File: config.mk
export PLATFORM = sky130hd
export DESIGN_NAME = ct_lsu_lq_create_ctrl
export DESIGN_NICKNAME = d
export VERILOG_FILES = /design/src/rtl/ct_lsu_lq_create_ctrl_pkg.sv /design/src/rtl/ct_lsu_lq_create_ctrl_find_free.sv /design/src/rtl/ct_lsu_lq_create_ctrl.sv
export SDC_FILE = /design/constraint.sdc
export NUM_CORES = 1
export LEC_CHECK = 0
export ABC_AREA = 0
export BUFFER_PORTS_ARGS = -buffer_cell sky130_fd_sc_hd__buf_2
export CELL_PAD_IN_SITES_DETAIL_PLACEMENT = 0
export CELL_PAD_IN_SITES_GLOBAL_PLACEMENT = 1
export CORE_ASPECT_RATIO = 0.9
export CORE_UTILIZATION = 25
export DETAILED_ROUTE_END_ITERATION = 6
export MAX_ROUTING_LAYER = met4
export PLACE_DENSITY_LB_ADDON = 0.1
export SETUP_SLACK_MARGIN = 0.2
export SLEW_MARGIN = 10
export SYNTH_ARGS = -nofsm -noshare
export SYNTH_HDL_FRONTEND = slang
export SYNTH_SLANG_ARGS = --single-unit
File: constraint.sdc
create_clock -name forever_cpuclk -period 3.9 [get_ports forever_cpuclk]
set_clock_uncertainty 0.15 [all_clocks]
set_input_delay 0.195 -clock forever_cpuclk [delete_from_list [all_inputs] [get_ports forever_cpuclk]]
set_output_delay 0.195 -clock forever_cpuclk [all_outputs]
set_load 0.005 [all_outputs]
File: src/rtl/ct_lsu_lq_create_ctrl_pkg.sv
// Shared LSU load-queue definitions: sizing defaults, DA result bundle and
// the saturating full-counter helper.
package ct_lsu_lq_create_ctrl_pkg;

   localparam int unsigned LQ_ENTRY_DFLT     = 16;
   localparam int unsigned IID_W             = 7;
   localparam int unsigned STALL_THRESH_DFLT = 4;
   localparam int unsigned FULL_CNT_W        = 3;

   localparam logic [FULL_CNT_W-1:0] FULL_CNT_MAX = '1;

   // Results registered from DC into DA
   typedef struct packed {
      logic full;
      logic rar;
      logic raw;
      logic stall;
      logic empty;
   } lq_da_res_t;

   function automatic logic [FULL_CNT_W-1:0] full_cnt_inc(input logic [FULL_CNT_W-1:0] cnt);
      return (cnt == FULL_CNT_MAX) ? cnt : cnt + FULL_CNT_W'(1);
   endfunction

endpackage

File: src/rtl/ct_lsu_lq_create_ctrl_find_free.sv
// Priority search over a free vector: one-hot lowest and second-lowest set
// bits plus "at least one" / "at least two" flags.
module ct_lsu_lq_find_free
   import ct_lsu_lq_create_ctrl_pkg::*;
#(
   parameter int unsigned LQ_ENTRY = LQ_ENTRY_DFLT
) (
   input  logic [LQ_ENTRY-1:0] free_vec,
   output logic [LQ_ENTRY-1:0] first_oh,
   output logic [LQ_ENTRY-1:0] second_oh,
   output logic                cnt_ge1,
   output logic                cnt_ge2
);

   logic [LQ_ENTRY-1:0] rest_vec;

   // x & -x isolates the lowest set bit; repeat on the remainder for the second
   always_comb begin
      first_oh  = free_vec & (~free_vec + LQ_ENTRY'(1));
      rest_vec  = free_vec & ~first_oh;
      second_oh = rest_vec & (~rest_vec + LQ_ENTRY'(1));
      cnt_ge1   = |free_vec;
      cnt_ge2   = |rest_vec;
   end

endmodule

File: src/rtl/ct_lsu_lq_create_ctrl.sv
// Load-queue entry allocation for a load and its cross-line second half,
// plus DA-stage reduction of speculation fails and full-replay stall tracking.
module ct_lsu_lq_create_ctrl
   import ct_lsu_lq_create_ctrl_pkg::*;
#(
   parameter int unsigned LQ_ENTRY     = LQ_ENTRY_DFLT,
   parameter int unsigned STALL_THRESH = STALL_THRESH_DFLT
) (
   input  logic                forever_cpuclk,
   input  logic                cpurst,
   input  logic                ld_dc_inst_chk_vld,
   input  logic                ld_dc_chk_ld_addr1_vld,
   input  logic [LQ_ENTRY-1:0] lq_entry_vld_x,
   input  logic [LQ_ENTRY-1:0] lq_entry_inst_hit_x,
   input  logic [LQ_ENTRY-1:0] lq_entry_rar_spec_fail_x,
   input  logic [LQ_ENTRY-1:0] lq_entry_raw_spec_fail_x,
   input  logic                rtu_yy_xx_flush,
   output logic [LQ_ENTRY-1:0] lq_entry_create0_vld_x,
   output logic [LQ_ENTRY-1:0] lq_entry_create0_dp_vld_x,
   output logic [LQ_ENTRY-1:0] lq_entry_create_gateclk_en_x,
   output logic [LQ_ENTRY-1:0] lq_entry_create1_vld_x,
   output logic [LQ_ENTRY-1:0] lq_entry_create1_dp_vld_x,
   output logic [LQ_ENTRY-1:0] lq_entry_create1_gateclk_en_x,
   output logic                lq_ld_da_full,
   output logic                lq_ld_da_rar_spec_fail,
   output logic                lq_st_da_raw_spec_fail,
   output logic                lq_full_stall_req,
   output logic                lq_empty
);

   logic [LQ_ENTRY-1:0]   free_vec;
   logic [LQ_ENTRY-1:0]   ptr0_oh;
   logic [LQ_ENTRY-1:0]   ptr1_oh;
   logic                  free_ge1;
   logic                  free_ge2;

   logic                  req0;
   logic                  req1;
   logic                  dup_hit;
   logic                  enough;
   logic                  alloc0;
   logic                  alloc1;
   logic                  full_dc;

   logic [FULL_CNT_W-1:0] full_cnt_q;
   logic [FULL_CNT_W-1:0] full_cnt_nxt;
   lq_da_res_t            da_q;
   lq_da_res_t            da_nxt;

   assign free_vec = ~lq_entry_vld_x;

   ct_lsu_lq_find_free #(
      .LQ_ENTRY (LQ_ENTRY)
   ) u_find_free (
      .free_vec  (free_vec),
      .first_oh  (ptr0_oh),
      .second_oh (ptr1_oh),
      .cnt_ge1   (free_ge1),
      .cnt_ge2   (free_ge2)
   );

   // Allocation decision: all-or-nothing, duplicates never allocate nor refuse
   always_comb begin
      req0    = ld_dc_inst_chk_vld;
      req1    = req0 & ld_dc_chk_ld_addr1_vld;
      dup_hit = |lq_entry_inst_hit_x;
      enough  = req1 ? free_ge2 : free_ge1;
      alloc0  = req0 & ~dup_hit & enough;
      alloc1  = alloc0 & req1;
      full_dc = req0 & ~dup_hit & ~enough;
   end

   // DC create strobes; only the valid strobe is killed by flush
   always_comb begin
      lq_entry_create0_dp_vld_x     = alloc0 ? ptr0_oh : '0;
      lq_entry_create1_dp_vld_x     = alloc1 ? ptr1_oh : '0;
      lq_entry_create_gateclk_en_x  = lq_entry_create0_dp_vld_x;
      lq_entry_create1_gateclk_en_x = lq_entry_create1_dp_vld_x;
      lq_entry_create0_vld_x        = rtu_yy_xx_flush ? '0 : lq_entry_create0_dp_vld_x;
      lq_entry_create1_vld_x        = rtu_yy_xx_flush ? '0 : lq_entry_create1_dp_vld_x;
   end

   // Next-state: flush clears, refusal counts, any satisfied request clears
   always_comb begin
      full_cnt_nxt = full_cnt_q;
      da_nxt       = '0;
      if (rtu_yy_xx_flush) begin
         full_cnt_nxt = '0;
      end else if (full_dc) begin
         full_cnt_nxt = full_cnt_inc(full_cnt_q);
      end else if (req0) begin
         full_cnt_nxt = '0;
      end
      da_nxt.full  = full_dc & ~rtu_yy_xx_flush;
      da_nxt.rar   = (|lq_entry_rar_spec_fail_x) & ~rtu_yy_xx_flush;
      da_nxt.raw   = (|lq_entry_raw_spec_fail_x) & ~rtu_yy_xx_flush;
      da_nxt.stall = (full_cnt_nxt >= FULL_CNT_W'(STALL_THRESH));
      da_nxt.empty = ~|lq_entry_vld_x;
   end

   always_ff @(posedge forever_cpuclk) begin
      if (cpurst) begin
         full_cnt_q <= '0;
         da_q       <= '0;
      end else begin
         full_cnt_q <= full_cnt_nxt;
         da_q       <= da_nxt;
      end
   end

   assign lq_ld_da_full          = da_q.full;
   assign lq_ld_da_rar_spec_fail = da_q.rar;
   assign lq_st_da_raw_spec_fail = da_q.raw;
   assign lq_full_stall_req      = da_q.stall;
   assign lq_empty               = da_q.empty;

endmodule

### Word level (Yosys, flattened, before mapping)

Index checks and enable logic that the tools add are counted.

| cells by class | value |
|---|---|
| eq/ne operators | 1 |
| mux-type cells | 9 |
| add/sub/neg operators | 3 |
| bitwise logic cells | 18 |
| reduce and logical (&&, ||, !) cells | 7 |
| $lt $le $gt $ge | 1 |

Operator list:

| operator | number |
|---|---|
| $reduce_or A16 Y1 | 6 |
| $mux W16 | 4 |
| $not A16 Y16 | 4 |
| $and A16 B16 Y16 | 3 |
| $add A16 B1 Y16 const B | 2 |
| $mux W3 | 4 |
| $and A1 B1 Y1 | 8 |
| $add A3 B1 Y3 const B | 1 |
| $eq A3 B3 Y1 const B | 1 |
| $ge A3 B3 Y1 const B | 1 |
| $not A1 Y1 | 3 |
| $logic_not A1 Y1 | 1 |
| $mux W1 | 1 |

| word-level totals | value |
|---|---|
| register bits after elaboration | 8 |
| word-level logic and storage cells | 45 |
| input port bits | 69 |
| output and inout port bits | 101 |

### Logic depth before layout (Yosys ltp)

| logic depth | value |
|---|---|
| depth in word-level cells | 13 |
| mapped depth | 10 |
| depth with buffers taken out | 8 |

### Modules after synthesis

A second synthesis with hierarchy kept.

| second synthesis, totals | value |
|---|---|
| cells, all modules | 280 |
| area total of the unflattened synthesis | 2087.0 µm² |

Modules (own cells, without submodules):

| module | area an instance (µm²) | seq. area each (µm²) | cells an instance | instances |
|---|---|---|---|---|
| ct_lsu_lq_create_ctrl | 1326.3 | 140.1 | 173 | 1 |
| ct_lsu_lq_find_free | 760.7 | 0.0 | 107 | 1 |

### Least setup slack after synthesis

Ideal clock, no wire load.

| path | value |
|---|---|
| path kind | input port to output port |
| from | in lq_entry_inst_hit_x[9] |
| to | out lq_entry_create1_gateclk_en_x[9] |
| data required time | 3.555 ns |
| data arrival time | 2.175 ns |
| path buffers | 2 |
| setup slack | 1.380 ns |
| cell stages on the path | 9 |
| cells stage by stage | or4_1 -> nor3_1 -> and4_1 -> buf_4 -> nand4_1 -> o21bai_4 -> a21o_1 -> nor3_1 -> buf_4 |

| between the ends | value |
|---|---|
| cells in the longest elaborated chain, start to end | 6 |

Ends and longest elaborated chain:

| element | RTL line | source |
|---|---|---|
| start, declared | ct_lsu_lq_create_ctrl.sv:14 | `input logic [LQ_ENTRY-1:0] lq_entry_inst_hit_x,` |
| $reduce_or A16 Y1 | ct_lsu_lq_create_ctrl.sv:66 | `dup_hit = \|lq_entry_inst_hit_x;` |
| $not A1 Y1 | ct_lsu_lq_create_ctrl.sv:68 | `alloc0 = req0 & ~dup_hit & enough;` |
| $and A1 B1 Y1 (2 in a row) | ct_lsu_lq_create_ctrl.sv:68 |  |
| $and A1 B1 Y1 | ct_lsu_lq_create_ctrl.sv:69 | `alloc1 = alloc0 & req1;` |
| $mux W16 | ct_lsu_lq_create_ctrl.sv:76 | `lq_entry_create1_dp_vld_x = alloc1 ? ptr1_oh : '0;` |
| end, declared | ct_lsu_lq_create_ctrl.sv:23 | `output logic [LQ_ENTRY-1:0] lq_entry_create1_gateclk_en_x,` |

No other way between the ends.

### Final worst setup path

| path | value |
|---|---|
| from | in lq_entry_vld_x[0] |
| to | out lq_entry_create0_vld_x[12] |

| between the ends | value |
|---|---|
| cells in the longest elaborated chain, start to end | 11 |
| elaborated cells between the ends (all ways) | 12 |
| classes of those cells | 1 x add/sub; 3 x mux; 6 x bitwise; 2 x reduce/logical |

Ends and longest elaborated chain:

| element | RTL line | source |
|---|---|---|
| start, declared | ct_lsu_lq_create_ctrl.sv:13 | `input logic [LQ_ENTRY-1:0] lq_entry_vld_x,` |
| $not A16 Y16 * | ct_lsu_lq_create_ctrl.sv:50 | `assign free_vec = ~lq_entry_vld_x;` |
| $not A16 Y16 | ct_lsu_lq_create_ctrl_find_free.sv:19 | `first_oh = free_vec & (~free_vec + LQ_ENTRY'(1));` |
| $add A16 B1 Y16 | ct_lsu_lq_create_ctrl_find_free.sv:19 |  |
| $and A16 B16 Y16 | ct_lsu_lq_create_ctrl_find_free.sv:19 |  |
| $not A16 Y16 | ct_lsu_lq_create_ctrl_find_free.sv:20 | `rest_vec = free_vec & ~first_oh;` |
| $and A16 B16 Y16 | ct_lsu_lq_create_ctrl_find_free.sv:20 |  |
| $reduce_or A16 Y1 | ct_lsu_lq_create_ctrl_find_free.sv:23 | `cnt_ge2 = \|rest_vec;` |
| $mux W1 | ct_lsu_lq_create_ctrl.sv:67 | `enough = req1 ? free_ge2 : free_ge1;` |
| $and A1 B1 Y1 | ct_lsu_lq_create_ctrl.sv:68 |  |
| $mux W16 * | ct_lsu_lq_create_ctrl.sv:75 | `lq_entry_create0_dp_vld_x = alloc0 ? ptr0_oh : '0;` |
| $mux W16 * | ct_lsu_lq_create_ctrl.sv:79 | `lq_entry_create0_vld_x = rtu_yy_xx_flush ? '0 : lq_entry_create0_dp_vld_x;` |
| end, declared | ct_lsu_lq_create_ctrl.sv:18 | `output logic [LQ_ENTRY-1:0] lq_entry_create0_vld_x,` |

Mark *: on every way between the ends. The rest lies on a longest branch, timed or not.

==> results.md <==
- Status: complete, no violations
- Crit path max fanout: 19
- Initial antenna violation count: 0
- Power per cell area: 117.1 mW/mm2
- Worst setup EP type: primary output
- Fmax: 0.3094 GHz
- Final Slew Violations: 0
- Number of global-route vias before repair: 2042
- Syn_area_per_cell: 6.572 um2
- Synth Flop Type: dfxtp_1
- Clk sinks: 7
- Worst hold path type: input port to flop
- DP HPWL: 5079 um
- Commonest non-fill, non-tap cell in the layout: buf_2
- Synth Instances: between 200 and 300
- DRT Pass-1 Iters: 4
- Total CTS buffers: 3
- # resized after CTS: 0
- DIE AREA: 0.007413 mm2
- Largest stage delay, worst path: around 0.5 ns
- Clock insertion delay at the later pin of the skew report: roughly 0.22 ns
- Max Cap Viol: 0
- Largest net degree at the start of global routing: 20
- Vias per cell: between 4 and 5
- Clock transition at the registers of the reported paths: 0.04 ns
- H-tree lvl count: 1
- Worst path slowest cell: or2_1
- DRC: 0
- FF+latch count, synth: 7
- Port-buffer cells: 166
- P_leak: 1.187 nW
- Worst hold margin: roughly 0.11 ns
- Critical path, cell by cell: buf_2 -> nand4_4 -> nor2_1 -> maj3_1 -> nand3b_1 -> o311ai_4 -> buf_4 -> or2_1 -> nor2_1 -> buf_2
- Fill count: a little under 800
- Commonest non-fill, non-tap cells in the layout: buf_2 (166), nor3_1 (33), nor2_1 (27), nor4_1 (23), nand2_1 (19)
- First-pass GRT wire length: 9984 um
- Initial DRC Count: 95
- Initial core utilization: 26.42%
- Setup CP Type: input port to primary output
- Root Buffer: clkbuf_8
- Area grow syn2layout: 35.31%
- YS warnings: 0
- Worst slew margin: a little over two fifths
- Post-CTS setup buffers: 0
- Total power: between 0.2 and 0.3 mW
- Ports: 170
- Core area: 0.006691 mm2
- EDFF count, synth: 0
- Shortest period the worst path allows: 3.232 ns
- Antenna Cells: 0
- CTS Hold Buffers Added: 0
- Final setup viols: 0
- Final wirelength: 6315 um
- Nets: about 460
- Unrepaired setup endpoints after global routing: no
- Synth unique cells: 49
- Seq/Total Area, Yosys: 7.926%
- All-Layer GR Usage: 16.86%
- Die width: 90.64 um
- Post-route ant nets: 0
- Tightest Pin Transition: around 0.85 ns
- Post-Synthesis Cell Area: 0.001768 mm2
- Max Root-Sink Buffers: 2
- Ratio of final minimum period to clock period: 82.88%
- CP Buf/Inv Count: 3
- WP data required: 3.56 ns
- Asr flop ratio synth: 0%
- Data arrival, critical path: roughly 2.9 ns
- Gr ovfl total: 0
- Die height: 81.78 um
- RePlAce Congestion: roughly 0.80
- CP top delay family: simple AND/OR/NAND/NOR gates
- Setup TNS: 0 ns
- Vias: 2349
- Final Hold Fails: 0
- # rows: 28
- Critical path launch point type: input port
- Peak VDD IR: 0.07323 mV
- TritonCTS clock tree: yes
- Wire length per cell: 13.29 um
- Layout cell share with drive strength beyond 1: 46.49%
registers in the layout (all words and copies together), names as in the netlist:
name,count
full_cnt_q,2
lq_empty,1
lq_full_stall_req,1
lq_ld_da_full,1
lq_ld_da_rar_spec_fail,1
lq_st_da_raw_spec_fail,1
path summary, 6_finish.rpt:
path / slack (ns) / startpoint / to / cells after the start
min: 0.11 / lq_entry_raw_spec_fail_x[14] / lq_st_da_raw_spec_fail / 3
max reg2reg: 2.59 / full_cnt_q[0] / full_cnt_q[0] / 5
min reg2reg: 0.35 / lq_full_stall_req / lq_full_stall_req / 2
max: 0.67 / lq_entry_vld_x[0] / lq_entry_create0_vld_x[12] / 10
Yosys cell counts, types with 4 or more instances:
library cell   n  share of area [%]
a21oi_1        7                2.0
buf_2          5                1.4
buf_4         40                 17
clkbuf_1      10                2.1
dfxtp_1        7                7.9
inv_1          4               0.85
nand2_1       19                4.0
nand3_1       10                2.8
nand4_1        7                2.5
nor2_1        27                5.7
nor3_1        33                9.3
nor4_1        23                8.1
o211ai_1       5                2.1
o21ai_0        9                2.5
or3_1          4                1.4
xnor2_1        5                2.5
layer usage:
layer / vias up / GRT usage [%] / wire, um
li1: 1186 / - / -
met1: 1067 / 22.17 / 2923
met2: 94 / 28.86 / 2967
met3: 2 / 2.037 / 411
met4: 0 / 1.452 / 14
met5: - / - / 0
where the power goes:
group / switching, mW / internal, mW / total (mW)
logic: 0.0626 / 0.0438 / 0.106
clock network: 0.0300 / 0.0706 / 0.101
registers: 0.000173 / 0.0730 / 0.0732
logic make-up (layout without fill, tap and decap cells):
kind of cell | count (synthesis) | count (layout) | synth area share (%)
adder cells (fa/ha/maj) | 4 | 4 | 2.406
other | 1 | 3 | 0.2121
AO/OA/AOI/OAI | 35 | 35 | 15.15
flip-flops | 7 | 7 | 7.926
AND/OR/NAND/NOR | 154 | 154 | 48.55
buffers and inverters | 61 | 175 | 22.29
XOR/XNOR | 7 | 7 | 3.468
through the flow:
step / setup slack, ns / instances / util (%) / area (um2)
after floorplan: 1.380 / 271 / - / 1775
after global placement: 0.7105 / 471 / 35.08 / 2347
after detailed placement: 0.6791 / 471 / 35.08 / 2347
after CTS: 0.6731 / 475 / 35.75 / 2392
after global routing: 0.3551 / 475 / 35.75 / 2392
final: 0.6676 / 475 / 35.75 / 2392
tightest hold or removal path, cell delays in order:
cell     delay [ns]
buf_2          0.08
nor4_1         0.04
a41oi_1        0.13
layout make-up:
type,instances,area [um2],area share (%)
Clock buffer,4,45.04,1.883
Multi-Input combinational cell,203,1241,51.88
Tap cell,90,112.6,4.707
Inverter,4,15.01,0.6276
Sequential cell,7,140.1,5.858
Timing Repair Buffer,167,838.3,35.04
(Power assumes the default switching activity.)
